## src/rtl/fixp_expand_acc.sv

```systemverilog
// fixp_expand_acc
//   Widens narrow signed fixed-point samples S(NB_XI,NBF_XI) to
//   S(NB_XO,NBF_XO) and sums N_ACC of them per block, emitting one wide
//   block sum through a valid/ready output register.
//
//   Build option: define FIXP_ACC_SAT_EN to make every accumulation step
//   saturate and to add the sticky o_sat port. Without it, additions wrap
//   modulo 2^NB_XO and the integrator provides the headroom.
//
// Ports
//   i_clock    rising-edge clock
//   i_reset_n  synchronous active-low reset
//   i_data     narrow input sample
//   i_valid    i_data valid
//   o_ready    a sample can be accepted this cycle
//   i_clear    discard the current partial block
//   o_data     block sum (held until popped)
//   o_valid    o_data holds an unread block sum
//   i_ready    downstream accepts o_data
//   o_sat      sticky saturation flag (FIXP_ACC_SAT_EN only)

module fixp_expand_acc #(
    parameter int NB_XI  = 8,
    parameter int NBF_XI = 6,
    parameter int NB_XO  = 20,
    parameter int NBF_XO = 12,
    parameter int N_ACC  = 4
) (
    input  logic              i_clock,
    input  logic              i_reset_n,
    input  logic [NB_XI-1:0]  i_data,
    input  logic              i_valid,
    output logic              o_ready,
    input  logic              i_clear,
    output logic [NB_XO-1:0]  o_data,
    output logic              o_valid,
    input  logic              i_ready
`ifdef FIXP_ACC_SAT_EN
    ,
    output logic              o_sat
`endif
);

    localparam int CW = (N_ACC > 1) ? $clog2(N_ACC) : 1;
    localparam logic [CW-1:0] LAST = CW'(N_ACC - 1);
    localparam int PAD  = (NBF_XO >= NBF_XI) ? (NBF_XO - NBF_XI) : 0;
    localparam int DROP = (NBF_XO >= NBF_XI) ? 0 : (NBF_XI - NBF_XO);

    localparam logic [0:0] ST_ACCUM = 1'b0;
    localparam logic [0:0] ST_HOLD  = 1'b1;

    logic [0:0]               state;
    logic [NB_XO-1:0]         acc;
    logic [CW-1:0]            cnt;

    logic signed [NB_XI-1:0]  x_in;
    logic signed [NB_XO-1:0]  x_wide;
    logic [NB_XO-1:0]         acc_base;
    logic [CW-1:0]            cnt_base;
    logic [NB_XO-1:0]         sum_red;
    logic                     acc_en;
    logic                     pop;
    logic                     complete;

`ifdef FIXP_ACC_SAT_EN
    logic [NB_XO:0]           sum;
    logic                     ovf;
    logic                     sat;
`else
    // Wrapping mode keeps only the low NB_XO bits, so the carry bit of the
    // NB_XO+1-bit addition is never formed.
    logic [NB_XO-1:0]         sum;
`endif

    // Widening: sign-extend, then either append fractional zeros or
    // floor-truncate surplus fractional bits with an arithmetic shift.
    always_comb begin
        x_in = i_data;
        if (NBF_XO >= NBF_XI) begin
            x_wide = NB_XO'(x_in) <<< PAD;
        end else begin
            x_wide = NB_XO'(x_in >>> DROP);
        end
    end

    assign o_valid  = state[0];
    assign o_ready  = ~state[0] | i_ready;
    assign acc_en   = i_valid & o_ready;
    assign pop      = state[0] & i_ready;

    // A clear in the same cycle as an accepted sample starts a fresh block
    // with that sample, so both operands are taken from the cleared values.
    assign acc_base = i_clear ? '0 : acc;
    assign cnt_base = i_clear ? '0 : cnt;
    assign complete = acc_en & ~i_clear & (cnt == LAST);

`ifdef FIXP_ACC_SAT_EN
    always_comb begin
        sum = {acc_base[NB_XO-1], acc_base} + {x_wide[NB_XO-1], x_wide};
        ovf = sum[NB_XO] ^ sum[NB_XO-1];
        if (ovf) begin
            sum_red = sum[NB_XO] ? {1'b1, {(NB_XO-1){1'b0}}}
                                 : {1'b0, {(NB_XO-1){1'b1}}};
        end else begin
            sum_red = sum[NB_XO-1:0];
        end
    end
    assign o_sat = sat;
`else
    always_comb begin
        sum     = acc_base + x_wide;
        sum_red = sum;
    end
`endif

    always_ff @(posedge i_clock) begin
        if (!i_reset_n) begin
            state  <= ST_ACCUM;
            acc    <= '0;
            cnt    <= '0;
            o_data <= '0;
`ifdef FIXP_ACC_SAT_EN
            sat    <= 1'b0;
`endif
        end else begin
            if (pop) begin
                state <= ST_ACCUM;
            end
            if (i_clear) begin
                acc <= '0;
                cnt <= '0;
            end
            if (acc_en) begin
                if (complete) begin
                    // Completing a block overrides a same-cycle pop so
                    // back-to-back blocks stay in HOLD.
                    o_data <= sum_red;
                    state  <= ST_HOLD;
                    acc    <= '0;
                    cnt    <= '0;
                end else begin
                    acc <= sum_red;
                    cnt <= cnt_base + CW'(1);
                end
            end
`ifdef FIXP_ACC_SAT_EN
            if (acc_en && ovf) begin
                sat <= 1'b1;
            end
`endif
        end
    end

endmodule

```

## config.mk

```make
export PLATFORM = sky130hd
export DESIGN_NAME = fixp_expand_acc
export DESIGN_NICKNAME = d
export VERILOG_FILES = /design/src/rtl/fixp_expand_acc.sv
export SDC_FILE = /design/constraint.sdc
export NUM_CORES = 1
export LEC_CHECK = 0
export ABC_AREA = 1
export CAP_MARGIN = 5
export CORE_UTILIZATION = 50
export CTS_CLUSTER_DIAMETER = 30
export DETAILED_ROUTE_END_ITERATION = 12
export GPL_ROUTABILITY_DRIVEN = 0
export MAX_ROUTING_LAYER = met4
export PLACE_DENSITY = 0.78
export SETUP_SLACK_MARGIN = 0.02
export SYNTH_ARGS = -nofsm -noshare
export SYNTH_HDL_FRONTEND = slang
export SYNTH_SLANG_ARGS = --single-unit
```

## constraint.sdc

```tcl
create_clock -name i_clock -period 5.3 [get_ports i_clock]
set_input_delay 0.795 -clock i_clock [delete_from_list [all_inputs] [get_ports i_clock]]
set_output_delay 0.795 -clock i_clock [all_outputs]
set_load 0.01 [all_outputs]
```

After elaboration in Yosys (flattened, before gate mapping). Cells that the tools add are included.

Add/sub/neg operators: 2. Eq/ne operators: 1. Mux-type cells: 9. Bitwise operators: 7. Reductions and logical operators: 1.

Operator list (number): $mux 20 (3); $add 20x20->20 (1); $mux 2 (3); $and 1x1->1 (4); $mux 1 (3); $add 2x1->2 const B (1); $eq 2x2->1 const B (1); $not 1->1 (2); $reduce_and 2->1 (1); $or 1x1->1 (1).

Bits in registers: 43. Input bits: 13. Output and inout port bits: 22. Word-level logic and storage cells: 24.

Logic depth before layout (Yosys ltp).
Depth in word-level cells: 7. Mapped depth: 14. Mapped depth without buffers: 13.

Least setup slack after synthesis. Ideal clock, no wire load.

Kind: in2reg. Start point: in i_clear. End point: reg acc[12]. Library setup time: 0.132 ns. Data arrival time: 2.233 ns. Data required time: 5.168 ns. Path slack: 2.935 ns. Stages: 10. Buffers on the path: 1. Cell sequence: clkbuf_1 nor2_1 ha_1 nand2_1 nand3_1 nand2_1 nand2_1 or2_2 nand3_1 a21oi_1.

Cells in the longest elaborated chain, start to end: 5.

Ends and longest elaborated chain: start, declared (line 34) `input logic i_clear,`; parallel branches: the longest is 4 deep, another holds $add 20x20->20; $mux 20 * (line 133) `if (acc_en) begin`; end signal, assigned (line 142) `acc <= sum_red;`; end, declared (line 53) `logic [NB_XO-1:0] acc;`.

Every way passes the cells marked *. A chain may end at the register's enable or synchronous reset.

Worst setup path after layout.
Start point: in i_clear. End point: reg acc[18].

The elaborated chain is that of the path after synthesis.

==> results.toml <==
[logic_synthesis]
synth-simple-area-share_pct = 34.7
synth.distinct_cells = 27
synthCells = 349
yosysTopAreaCellShare_pct = 36.3
synth_compound_area_share_pct = 7.82
ys_top_cells_by_area = "dfxtp_1 (36%), nand2_1 (18%), inv_1 (8.2%)"
syn_avg_cell_area_um2 = 6.79
synth_fa_ha_area_share_pct = 7.71
synth_flop_cell = "dfxtp_1"
yosys.area.top_type = "dfxtp_1"
synth_area_mm2 = 0.00237
synth-seq-cells = 43
synth_mux_area_share_pct = 0
synth.net_count = 376
synthXorXnorAreaFrac_pct = 2.22
synth_top_family_by_area = "simple AND/OR/NAND/NOR gates"
yosysWarnings = 0
async_reset_ff_share_pct = 0
synth_edf_count = 0
ys_seq_area_share_pct = 36.3

[global_route]
grt_pass1_vias = 2022
grt_pass1_wl_um = 9340
grt_use_total_pct = 24.2
grt_start_max_net_pins = 21
antenna_found_initial = 0
overflow = 0

[sta]
relSlewSlack_pct = 60.4
hold_violations = 0
max_freq_ghz = 0.326
worst_slew_pin_slew_ps = 591
fin_ws_ps = 2230
holdWs_ps = 454
finalSetupViolCount = 0
tns_ps = 0
finalClockSkew_ps = 6.75
fin_crit_sh_pct = 57.8
grt_setup_unrepaired = "false"
timing_max_transition_violations_final = 0
finalCriticalPeriod_ps = 3070

[critical_path]
worst-path-max-fanout = 13
critPathKind = "input pin to register"
crit_arrival_ps = 3240
startpoint_type = "input pin"
worstPathRequired_ps = 5470
cp-end-kind = "register"

[floorplan]
die_x_um = 70.8
dieArea_mm2 = 0.00502
fp.dieH_um = 70.8
start_util_pct = 53.3
io_pins = 35
core_mm2 = 0.00444
rows = 24

[cts]
clock_sinks = 43
cts_root_buf = "clkbuf_8"
postCtsHoldBufs = 0
cts_max_path_buffers = 2
cts_tree = "built"
cts_buffers = 5
htree_levels = 2
clkTransAtPathRegs_ps = 90
cts_setup_buffers = 0
insertion_delay_ps = 300
cts_resized = 0

[layout]
layout-drive-gt1-share_pct = 5.74
n_fill_cell = 448
final_nets = 409
syn_to_final_growth_pct = 18.9
antennaDiodeCount = 0
regArea_um2 = 861
fin_cells = 435
postLayoutCellArea_mm2 = 0.00282
multi_input_area_mm2 = 0.00124

[routing]
firstDrtPassIters = 9
drc = 4
met3_length_um = 253
highest_layer = "met4"
drt_wl_total_um = 5420
drt_iter0_markers = 168
wl_met1_um = 2590
wl_per_cell_um = 12.5
ant_nets = 0
dr_wl_met2_um = 2510
vias = 2206
via_per_inst = 5.07

[power]
p_leak_nw = 1.39
ir_drop_v = 0.000190
power.density_mw_per_mm2 = 230

[place]
place_ws_ps = 1990
dp.cells = 427
dp_hpwl_um = 3940
io_buffers = 34
placed_cell_area_mm2 = 0.00273

[status]
violations = "DRC"
status = "finished with violations"

[hold_path]
hp-class = "register to register"

[job]
drv_cap = 0
-- placed cells by master, fill, tap and decap left out, drive strengths merged --
cell type and n:
clkbuf 5, nand2 119, and2 1, clkinv 1, xnor2 2, clkdlybuf4s50 34, nand3 26, nand4 4
xor2 4, a22o 4, fa 1, nand3b 1, a21oi 21, inv 57, o21ai 9, clkinvlp 2
or2 2, nor2 34, dfxtp 43, ha 13
-- synthesized netlist by cell type, types with 2 or more instances --
cell type / instances
a21oi_1: 21
a22o_1: 4
buf_2: 2
buf_4: 2
clkbuf_1: 3
dfxtp_1: 43
ha_1: 13
inv_1: 52
inv_2: 3
inv_4: 2
nand2_1: 114
nand2_4: 3
nand3_1: 26
nand4_1: 4
nor2_1: 32
o21ai_0: 9
or2_2: 2
xnor2_1: 2
xor2_1: 4
-- critical path, cell delays in order --
cell and delay [ps]:
clkdlybuf4s50_1 720, nor2_1 280, ha_1 200, inv_1 50
fa_1 400, inv_1 100, nand3_1 90, nand3_1 180
nand3_1 130, nand3_1 90, nand2_1 60, nand3_1 70
a21oi_1 60
-- final timing paths --
kind,from,end,slack [ps],depth (start not counted)
setup / recovery,i_clear,acc[18]$_SDFF_PN0_,2230,13
hold / removal,o_data[17]$_SDFFE_PN0P_,o_data[17]$_SDFFE_PN0P_,450,2
setup reg to reg,acc[6]$_SDFF_PN0_,acc[18]$_SDFF_PN0_,3260,13
hold reg to reg,o_data[17]$_SDFFE_PN0P_,o_data[17]$_SDFFE_PN0P_,450,2
-- where the power goes --
group	total [W]	internal (W)	leakage [nW]	switching, W
clock network	0.000209	0.0000917	0.0402	0.000117
registers	0.000334	0.000331	0.349	0.00000250
logic	0.000106	0.0000393	0.996	0.0000663
total	0.000648	0.000462	1.39	0.000186
-- cells by family after synthesis --
group | after synthesis
DFF | 43
buffers and inverters | 65
AOI/OAI and AO/OA | 34
and+or+nand+nor | 187
xor gates and xnor gates | 6
adders and majority gates | 14
-- per-stage QoR --
| stage | power [W] | util [%] |
|---|---|---|
| after detailed placement | 0.000445 | 61.3 |
| final | 0.000648 | 63.3 |
| after CTS | 0.000655 | 63.3 |
| after floorplan | 0.000417 | - |
| after global placement | 0.000443 | 61.3 |
| after global routing | 0.000679 | 63.3 |
-- cell type report --
cell class	count	share of cell area, %
well taps	52	2.31
inverters	57	7.78
repair buffers	34	12.1
flip-flops and latches	43	30.6
clock inverters	3	0.711
clock buffers	5	2.44
multi-input cells	241	44.1
-- sequential cells by signal, summed over array words and instances (netlist names) --
register  cells
cnt           2
o_data       20
o_valid       1
acc          20
-- layer usage --
layer	up-vias	global-route usage, %
met1	996	31.0
met4	0	8.22
li1	1148	-
met2	55	38.9
met5	-	-
met3	7	4.13
Note: power is estimated with default switching activity, not from simulation.
